<file path="src/rtl/serial_subtractor.sv">
// serial_subtractor: bit-serial two's-complement subtractor, diff = a - b, LSB first.
// One full-subtractor cell plus a registered borrow processes one bit per clock.
// An operation takes WIDTH+2 clocks: accept, WIDTH bit-steps, and one DONE cycle.
//
// Ports:
//   clk        clock, rising edge
//   rst_n      asynchronous active-low reset
//   start      request a new subtraction (only honoured in IDLE)
//   a, b       minuend / subtrahend, captured on the accepting edge
//   busy       high while bits are being processed
//   done       one-cycle pulse when diff/borrow_out have just been updated
//   diff       (a - b) mod 2^WIDTH, held until the next completion
//   borrow_out final unsigned borrow (a < b), held like diff
//
// WIDTH is legal from 2 to 32.
module serial_subtractor #(
  parameter int unsigned WIDTH = 8
) (
  input  logic             clk,
  input  logic             rst_n,
  input  logic             start,
  input  logic [WIDTH-1:0] a,
  input  logic [WIDTH-1:0] b,
  output logic             busy,
  output logic             done,
  output logic [WIDTH-1:0] diff,
  output logic             borrow_out
);

  localparam int unsigned CntW = $clog2(WIDTH) + 1;

  typedef enum logic [1:0] {
    StIdle = 2'd0,
    StRun  = 2'd1,
    StDone = 2'd2
  } state_e;

  state_e            state_q, state_d;
  logic [WIDTH-1:0]  sa_q, sa_d;
  logic [WIDTH-1:0]  sb_q, sb_d;
  logic [WIDTH-1:0]  sd_q, sd_d;
  logic              br_q, br_d;
  logic [CntW-1:0]   cnt_q, cnt_d;
  logic [WIDTH-1:0]  diff_q, diff_d;
  logic              borrow_q, borrow_d;

  // Full-subtractor cell on the current LSBs.
  logic             x, y, d_bit, br_step, last_step;
  logic [WIDTH-1:0] sd_shift;

  always_comb begin
    x         = sa_q[0];
    y         = sb_q[0];
    d_bit     = x ^ y ^ br_q;
    br_step   = (~x & y) | (~(x ^ y) & br_q);
    // Result bits enter at the MSB so that after WIDTH steps bit 0 sits at the LSB.
    sd_shift  = {d_bit, sd_q[WIDTH-1:1]};
    last_step = (cnt_q == CntW'(WIDTH - 1));
  end

  always_comb begin
    state_d  = state_q;
    sa_d     = sa_q;
    sb_d     = sb_q;
    sd_d     = sd_q;
    br_d     = br_q;
    cnt_d    = cnt_q;
    diff_d   = diff_q;
    borrow_d = borrow_q;

    unique case (state_q)
      StIdle: begin
        if (start) begin
          state_d = StRun;
          sa_d    = a;
          sb_d    = b;
          br_d    = 1'b0;
          cnt_d   = '0;
          sd_d    = '0;
        end
      end
      StRun: begin
        sa_d  = {1'b0, sa_q[WIDTH-1:1]};
        sb_d  = {1'b0, sb_q[WIDTH-1:1]};
        sd_d  = sd_shift;
        br_d  = br_step;
        cnt_d = cnt_q + CntW'(1);
        if (last_step) begin
          // Capture from the combinational step so this edge's bit is included.
          diff_d   = sd_shift;
          borrow_d = br_step;
          state_d  = StDone;
        end
      end
      StDone: begin
        // start is deliberately ignored here; it is not queued.
        state_d = StIdle;
      end
      default: begin
        state_d = StIdle;
      end
    endcase
  end

  always_ff @(posedge clk or negedge rst_n) begin
    if (!rst_n) begin
      state_q  <= StIdle;
      sa_q     <= '0;
      sb_q     <= '0;
      sd_q     <= '0;
      br_q     <= 1'b0;
      cnt_q    <= '0;
      diff_q   <= '0;
      borrow_q <= 1'b0;
    end else begin
      state_q  <= state_d;
      sa_q     <= sa_d;
      sb_q     <= sb_d;
      sd_q     <= sd_d;
      br_q     <= br_d;
      cnt_q    <= cnt_d;
      diff_q   <= diff_d;
      borrow_q <= borrow_d;
    end
  end

  // Pure state decodes: no combinational path from inputs.
  assign busy       = (state_q == StRun);
  assign done       = (state_q == StDone);
  assign diff       = diff_q;
  assign borrow_out = borrow_q;

endmodule
</file>
<file path="config.mk">
export PLATFORM = sky130hd
export DESIGN_NAME = serial_subtractor
export DESIGN_NICKNAME = d
export VERILOG_FILES = /design/src/rtl/serial_subtractor.sv
export SDC_FILE = /design/constraint.sdc
export NUM_CORES = 1
export LEC_CHECK = 0
export ABC_AREA = 1
export CAP_MARGIN = 20
export CORE_MARGIN = 3
export CORE_UTILIZATION = 35
export DETAILED_ROUTE_END_ITERATION = 16
export GPL_TIMING_DRIVEN = 0
export SYNTH_ARGS = -nofsm -noshare
export SYNTH_HDL_FRONTEND = slang
export SYNTH_SLANG_ARGS = --single-unit
</file>
<file path="constraint.sdc">
create_clock -name clk -period 2.9 [get_ports clk]
set_clock_uncertainty 0.1 [all_clocks]
set_input_delay 0.58 -clock clk [delete_from_list [all_inputs] [get_ports clk]]
set_output_delay 0.58 -clock clk [all_outputs]
set_load 0.02 [all_outputs]
</file>
==> run_summary.xml, run 1 <==
<?xml version="1.0" encoding="UTF-8"?>
<metrics>
  <group name="outcome">
    <metric name="status" unit="">completed</metric>
  </group>
  <group name="route">
    <metric name="detail_route.first_pass.iterations" unit="">4</metric>
    <metric name="wl_met3" unit="um">153</metric>
    <metric name="ant_nets" unit="">0</metric>
    <metric name="wire_per_inst" unit="um">12.3</metric>
    <metric name="detail_route.drc_violations" unit="">0</metric>
    <metric name="totalWireLength" unit="um">3610</metric>
    <metric name="detailroute.wirelength.met2" unit="um">1660</metric>
    <metric name="initial_drt_markers" unit="">80</metric>
    <metric name="vias_per_cell" unit="">4.65</metric>
    <metric name="highest_layer" unit="">met4</metric>
    <metric name="m1WireLength" unit="um">1720</metric>
    <metric name="vias" unit="">1359</metric>
  </group>
  <group name="placement">
    <metric name="io_buffers" unit="">29</metric>
    <metric name="globalplace.congestion" unit="">0.784</metric>
    <metric name="detailed_place_hpwl" unit="um">2430</metric>
  </group>
  <group name="timing">
    <metric name="grt_setup_unrepaired" unit="">no</metric>
    <metric name="final_layout_worst_hold_slack" unit="ps">303</metric>
    <metric name="max_freq" unit="MHz">403</metric>
    <metric name="setup-violations-final" unit="">0</metric>
    <metric name="hold_viol_final" unit="">0</metric>
    <metric name="timing.slew.headroom" unit="">0.428</metric>
    <metric name="max_slew.worst_pin.slew" unit="ps">858</metric>
    <metric name="finalSetupTns" unit="ps">0</metric>
    <metric name="final_max_slew_viol_count" unit="">0</metric>
    <metric name="period_needed" unit="ps">2480</metric>
    <metric name="min_period_over_period" unit="">0.855</metric>
  </group>
  <group name="global_route">
    <metric name="wire_length_of_the_first_global_routing_pass" unit="um">6460</metric>
    <metric name="track_usage" unit="">0.153</metric>
    <metric name="grt_antenna_before_repair" unit="">0</metric>
    <metric name="vias_in_the_first_global_route" unit="">1431</metric>
    <metric name="grt_overflow_total" unit="">0</metric>
    <metric name="grt_start_max_net_pins" unit="">40</metric>
  </group>
  <group name="clocking">
    <metric name="cts_max_path_buffers" unit="">2</metric>
    <metric name="cts_buf_count" unit="">5</metric>
    <metric name="cts_setup_buffers" unit="">0</metric>
    <metric name="holdBufCountCts" unit="">0</metric>
    <metric name="clock_insertion_delay_worst_skew" unit="ps">290</metric>
    <metric name="cts_tree" unit="">done</metric>
    <metric name="numClockSinks" unit="">39</metric>
    <metric name="path_clk_slew" unit="ps">70</metric>
    <metric name="ctsResizeCount" unit="">0</metric>
    <metric name="cts_root_buffer" unit="">sky130_fd_sc_hd__clkbuf_8</metric>
    <metric name="htree_levels" unit="">2</metric>
  </group>
  <group name="final_layout">
    <metric name="finalCoreUtilization" unit="">0.473</metric>
    <metric name="nNetsFinal" unit="">249</metric>
    <metric name="most_frequent_standard_cell_in_the_layout_excluding_fill_and_tap_cells" unit="">sky130_fd_sc_hd__nand2_1</metric>
    <metric name="antenna_cells_inserted" unit="">0</metric>
    <metric name="final_layout_size_suffix_gt1_frac" unit="">0.101</metric>
    <metric name="synthToLayoutAreaGrowth" unit="%">25.8</metric>
    <metric name="layout.cells.most_common_list" unit="">80 x sky130_fd_sc_hd__nand2_1, 43 x sky130_fd_sc_hd__nand3_1, 39 x sky130_fd_sc_hd__dfrtp_1</metric>
  </group>
  <group name="synthesis">
    <metric name="postSynthCellCount" unit="">192</metric>
    <metric name="syn_area_per_cell" unit="sq um">8.88</metric>
    <metric name="synth.yosys.seq_area_share" unit="">0.573</metric>
    <metric name="mapped_cell_area" unit="sq um">1700</metric>
    <metric name="ys.warnings.count" unit="">0</metric>
    <metric name="synth.ff_latch_count" unit="">39</metric>
    <metric name="syn_nets" unit="">213</metric>
    <metric name="synth_cell_types" unit="">19</metric>
  </group>
  <group name="critical_path">
    <metric name="critPathMaxStageDelay" unit="ps">610</metric>
    <metric name="start_kind" unit="">register</metric>
    <metric name="crit_path_kind" unit="">register to output port</metric>
    <metric name="crit_path_cell_trace" unit="">nand2_2 &gt; clkinv_2 &gt; buf_4 &gt; clkdlybuf4s50_1</metric>
    <metric name="timing.critical_path.fanout_max" unit="">10</metric>
    <metric name="data_arrival_at_the_endpoint_of_the_critical_path" unit="ps">1800</metric>
    <metric name="worst-endpoint-required" unit="ps">2220</metric>
    <metric name="cell_at_the_slowest_stage_of_the_critical_path" unit="">sky130_fd_sc_hd__clkdlybuf4s50_1</metric>
    <metric name="end_kind" unit="">output port</metric>
  </group>
  <group name="floorplanning">
    <metric name="pin_count" unit="">30</metric>
    <metric name="row_count" unit="">24</metric>
    <metric name="die_height" unit="um">75.8</metric>
    <metric name="design.die.area" unit="sq um">5740</metric>
    <metric name="die_width" unit="um">75.8</metric>
    <metric name="coreArea" unit="sq um">4530</metric>
    <metric name="floorplan.initialDensity" unit="">0.376</metric>
  </group>
  <group name="min_path">
    <metric name="hold_class" unit="">input port to async pin</metric>
  </group>
  <group name="power">
    <metric name="vdd.ir_drop.worst" unit="V">0.000357</metric>
    <metric name="pwr_density_cell" unit="nW/um^2">1020</metric>
    <metric name="power.leakage" unit="nW">1.04</metric>
  </group>
  <group name="run">
    <metric name="drv_cap" unit="">0</metric>
  </group>
</metrics>
## flip-flops by register name, indices dropped and copies added (netlist names)
| register | count |
|---|---|
| state_q | 2 |
| borrow_out | 1 |
| sd_q | 7 |
| diff | 8 |
| br_q | 1 |
| cnt_q | 4 |
| sb_q | 8 |
| sa_q | 8 |
## per-stage QoR
stage | setup WS, ps | area (sq um) | instances | total power [mW]
floorplan | 1360 | 1700 | 192 | 1.54
global placement | 174 | 2080 | 286 | 1.87
detailed placement | 717 | 2070 | 286 | 1.88
CTS | 395 | 2140 | 292 | 2.22
global route | 310 | 2140 | 292 | 2.39
finish | 421 | 2140 | 292 | 2.19
## synthesized netlist by cell type (all sizes together)
cell | n | share of area
dfrtp | 39 | 0.57
fa | 1 | 0.012
nor2 | 6 | 0.022
nand2 | 83 | 0.19
inv | 5 | 0.011
o21ai | 1 | 0.0029
o21bai | 1 | 0.0066
buf | 8 | 0.035
ha | 1 | 0.0073
o22ai | 1 | 0.0073
nand4 | 1 | 0.0037
nand3 | 43 | 0.13
a21oi | 1 | 0.0029
clkinv | 1 | 0.0029
## worst paths after layout
kind                             from  cells after the start  slack (ps)        to
hold reg to reg               diff[3]                      2         380   diff[3]
min in group clk              diff[3]                      2         380   diff[3]
setup / recovery           state_q[0]                      4         420      busy
setup reg to reg             cnt_q[0]                      6        1420   diff[7]
hold / removal                  rst_n                      1         300   sa_q[6]
max in group asynchronous       rst_n                      1        1860  cnt_q[1]
## area by class of cell
cell class | count | area [sq um]
well taps | 65 | 81.3
plain buffers | 8 | 60.1
repair buffers | 29 | 285
flip-flops and latches | 39 | 976
clock buffers | 6 | 72.6
fillers | 464 | 2390
inverters | 6 | 23.8
multi-input cells | 139 | 644
## power breakdown
part           switching (mW)  leakage [nW]  internal (mW)
Sequential              0.153         0.498          0.782
Clock                   0.170        0.0371          0.160
Combinational           0.520         0.509          0.402
## critical path, delay by kind of cell, from the launching register on
family | cells | cell delay (ps)
buf+inv | 3 | 950
simple gates | 1 | 140
flops | 1 | 420
## layer usage
layer  vias to the layer above  global-route usage
li1                        690                   -
met1                       635               0.208
met2                        30               0.229
met3                         4              0.0396
met4                         0              0.0699
met5                         -                   0
## cell families (layout without fill, tap and decap cells)
logic type / count (synthesis) / in the layout / share of synthesized area
AO/OA/AOI/OAI: 4 / 4 / 0.0198
buffers and inverters: 14 / 49 / 0.0492
AND/OR/NAND/NOR: 133 / 133 / 0.339
flip-flops: 39 / 39 / 0.573
adder cells (fa/ha/maj): 2 / 2 / 0.0191
Power figures use the tool's default switching activity.
==> inputs of run 2 (changes only) <==
Settings changed: HOLD_SLACK_MARGIN set to 0.03.
==> results of run 2 <==
No change in the layout: final DEF, timing and power equal those of run 1.
==> inputs of run 3 (changes only) <==
Settings changed: GPL_TIMING_DRIVEN 0 to not set.
==> run_summary.xml, run 3 (synthesis gave the netlist of run 1 again) <==
<?xml version="1.0" encoding="UTF-8"?>
<metrics>
  <group name="route">
    <metric name="highest_layer" unit="">met4</metric>
    <metric name="vias_per_cell" unit="">4.65</metric>
    <metric name="totalWireLength" unit="um">3370</metric>
    <metric name="ant_nets" unit="">0</metric>
    <metric name="wire_per_inst" unit="um">11.7</metric>
    <metric name="m1WireLength" unit="um">1610</metric>
    <metric name="detail_route.first_pass.iterations" unit="">4</metric>
    <metric name="vias" unit="">1344</metric>
    <metric name="wl_met3" unit="um">115</metric>
    <metric name="detail_route.drc_violations" unit="">0</metric>
    <metric name="detailroute.wirelength.met2" unit="um">1570</metric>
    <metric name="initial_drt_markers" unit="">118</metric>
  </group>
  <group name="timing">
    <metric name="grt_setup_unrepaired" unit="">no</metric>
    <metric name="min_period_over_period" unit="">0.732</metric>
    <metric name="final_max_slew_viol_count" unit="">0</metric>
    <metric name="finalSetupTns" unit="ps">0</metric>
    <metric name="hold_viol_final" unit="">0</metric>
    <metric name="timing.slew.headroom" unit="">0.440</metric>
    <metric name="setup-violations-final" unit="">0</metric>
    <metric name="layout_setup_ws" unit="ps">776</metric>
    <metric name="max_freq" unit="MHz">471</metric>
    <metric name="max_slew.worst_pin.slew" unit="ps">840</metric>
    <metric name="period_needed" unit="ps">2120</metric>
    <metric name="final_layout_worst_hold_slack" unit="ps">300</metric>
  </group>
  <group name="global_route">
    <metric name="wire_length_of_the_first_global_routing_pass" unit="um">6060</metric>
    <metric name="vias_in_the_first_global_route" unit="">1384</metric>
    <metric name="grt_overflow_total" unit="">0</metric>
    <metric name="track_usage" unit="">0.140</metric>
    <metric name="grt_antenna_before_repair" unit="">0</metric>
    <metric name="grt_start_max_net_pins" unit="">40</metric>
  </group>
  <group name="critical_path">
    <metric name="origin_of_the_critical_flop_to_flop_path" unit="">cnt_q[0]</metric>
    <metric name="critPathMaxStageDelay" unit="ps">590</metric>
    <metric name="rr_endpoint" unit="">diff[5]</metric>
    <metric name="crit_path_kind" unit="">register to output port</metric>
    <metric name="start_kind" unit="">register</metric>
    <metric name="setup.reg_to_reg.worst_slack" unit="ps">1480</metric>
    <metric name="data_arrival_at_the_endpoint_of_the_critical_path" unit="ps">1440</metric>
    <metric name="timing.critical_path.fanout_max" unit="">3</metric>
    <metric name="end_kind" unit="">output port</metric>
    <metric name="worst-path-stages" unit="">4</metric>
    <metric name="crit_path_cell_trace" unit="">inv_2 &gt; nand2_2 &gt; clkinv_2 &gt; clkdlybuf4s50_1</metric>
    <metric name="worst-endpoint-required" unit="ps">2220</metric>
    <metric name="cell_at_the_slowest_stage_of_the_critical_path" unit="">sky130_fd_sc_hd__clkdlybuf4s50_1</metric>
    <metric name="cp.buffers_inverters" unit="">3</metric>
    <metric name="cp_top_family" unit="">buffers and inverters</metric>
    <metric name="rr_worst_depth" unit="">6</metric>
  </group>
  <group name="power">
    <metric name="power_switching" unit="mW">0.834</metric>
    <metric name="switching_share" unit="">0.388</metric>
    <metric name="report.power.total" unit="mW">2.15</metric>
    <metric name="vdd.ir_drop.worst" unit="V">0.000458</metric>
    <metric name="power.share.sequential" unit="">0.435</metric>
    <metric name="power.leakage" unit="nW">1.03</metric>
    <metric name="pwr_density_cell" unit="nW/um^2">1020</metric>
    <metric name="clockPowerShare" unit="">0.160</metric>
    <metric name="comb_power_share" unit="">0.405</metric>
    <metric name="p_int" unit="mW">1.32</metric>
  </group>
  <group name="clocking">
    <metric name="cts_buf_count" unit="">5</metric>
    <metric name="cts_setup_buffers" unit="">0</metric>
    <metric name="ctsResizeCount" unit="">0</metric>
    <metric name="clock_insertion_delay_worst_skew" unit="ps">280</metric>
    <metric name="cts_root_buffer" unit="">sky130_fd_sc_hd__clkbuf_8</metric>
    <metric name="cts_max_path_buffers" unit="">2</metric>
    <metric name="path_clk_slew" unit="ps">70</metric>
    <metric name="numClockSinks" unit="">39</metric>
    <metric name="holdBufCountCts" unit="">0</metric>
    <metric name="cts_tree" unit="">done</metric>
    <metric name="htree_levels" unit="">2</metric>
  </group>
  <group name="placement">
    <metric name="detailed_place_hpwl" unit="um">2200</metric>
    <metric name="post_place_cells" unit="">281</metric>
    <metric name="globalplace.congestion" unit="">0.717</metric>
    <metric name="place_area" unit="sq um">2030</metric>
    <metric name="io_buffers" unit="">29</metric>
    <metric name="detailedPlace.worstSlack" unit="ps">1070</metric>
  </group>
  <group name="floorplanning">
    <metric name="die_width" unit="um">75.8</metric>
    <metric name="design.die.area" unit="sq um">5740</metric>
    <metric name="row_count" unit="">24</metric>
    <metric name="coreArea" unit="sq um">4530</metric>
    <metric name="floorplan.initialDensity" unit="">0.376</metric>
    <metric name="die_height" unit="um">75.8</metric>
    <metric name="pin_count" unit="">30</metric>
  </group>
  <group name="final_layout">
    <metric name="most_frequent_standard_cell_in_the_layout_excluding_fill_and_tap_cells" unit="">sky130_fd_sc_hd__nand2_1</metric>
    <metric name="nNetsFinal" unit="">244</metric>
    <metric name="layout.cells.non_filler" unit="">289</metric>
    <metric name="antenna_cells_inserted" unit="">0</metric>
    <metric name="layout.cells.most_common_list" unit="">80 x sky130_fd_sc_hd__nand2_1, 43 x sky130_fd_sc_hd__nand3_1, 39 x sky130_fd_sc_hd__dfrtp_1</metric>
    <metric name="final_layout_size_suffix_gt1_frac" unit="">0.0848</metric>
    <metric name="synthToLayoutAreaGrowth" unit="%">24.1</metric>
    <metric name="finalCoreUtilization" unit="">0.466</metric>
    <metric name="final_area" unit="sq um">2110</metric>
  </group>
  <group name="min_path">
    <metric name="hold_class" unit="">input port to async pin</metric>
  </group>
  <group name="run">
    <metric name="drv_cap" unit="">0</metric>
  </group>
  <group name="outcome">
    <metric name="status" unit="">completed</metric>
  </group>
</metrics>
[run 3: power by group through the flow]
stage / registers, mW / logic [mW] / clock network [mW]
6_report: 0.936 / 0.870 / 0.344
5_1_grt: 0.975 / 0.999 / 0.379
4_1_cts: 0.937 / 0.893 / 0.360
3_5_place_dp: 0.945 / 0.885 / 0
3_3_place_gp: 0.943 / 0.879 / 0
2_1_floorplan: 0.991 / 0.552 / 0
[run 3: metal layers]
metal	GRT usage	vias up
met5	0	-
met2	0.221	24
li1	-	682
met4	0.0699	0
met1	0.182	633
met3	0.0317	5
[run 3: worst reg2reg max path: stages (launching register included)]
cell and delay (ps):
sky130_fd_sc_hd__dfrtp_1 420, sky130_fd_sc_hd__ha_1 210, sky130_fd_sc_hd__nand2_1 70, sky130_fd_sc_hd__nor2_1 190, sky130_fd_sc_hd__nand2_2 170, sky130_fd_sc_hd__nand2_1 100
sky130_fd_sc_hd__nand2_1 50
[run 3: final cells by class]
type / count / area (sq um)
well taps: 65 / 81.3
flip-flops and latches: 39 / 976
fillers: 469 / 2420
repair buffers: 32 / 308
clock inverters: 1 / 5.00
multi-input cells: 139 / 644
clock buffers: 7 / 76.3
inverters: 6 / 23.8
[run 3: how the worst max path moves through the flow]
| stage | slack, ps | end | from |
|---|---|---|---|
| final | 780 | busy | state_q[1] |
| after global routing | 710 | busy | state_q[1] |
| after floorplan | 1360 | busy | state_q[0] |
| after CTS | 750 | busy | state_q[1] |
| after detailed placement | 1070 | cnt_q[0] | start |
| after global placement | 1060 | cnt_q[0] | start |
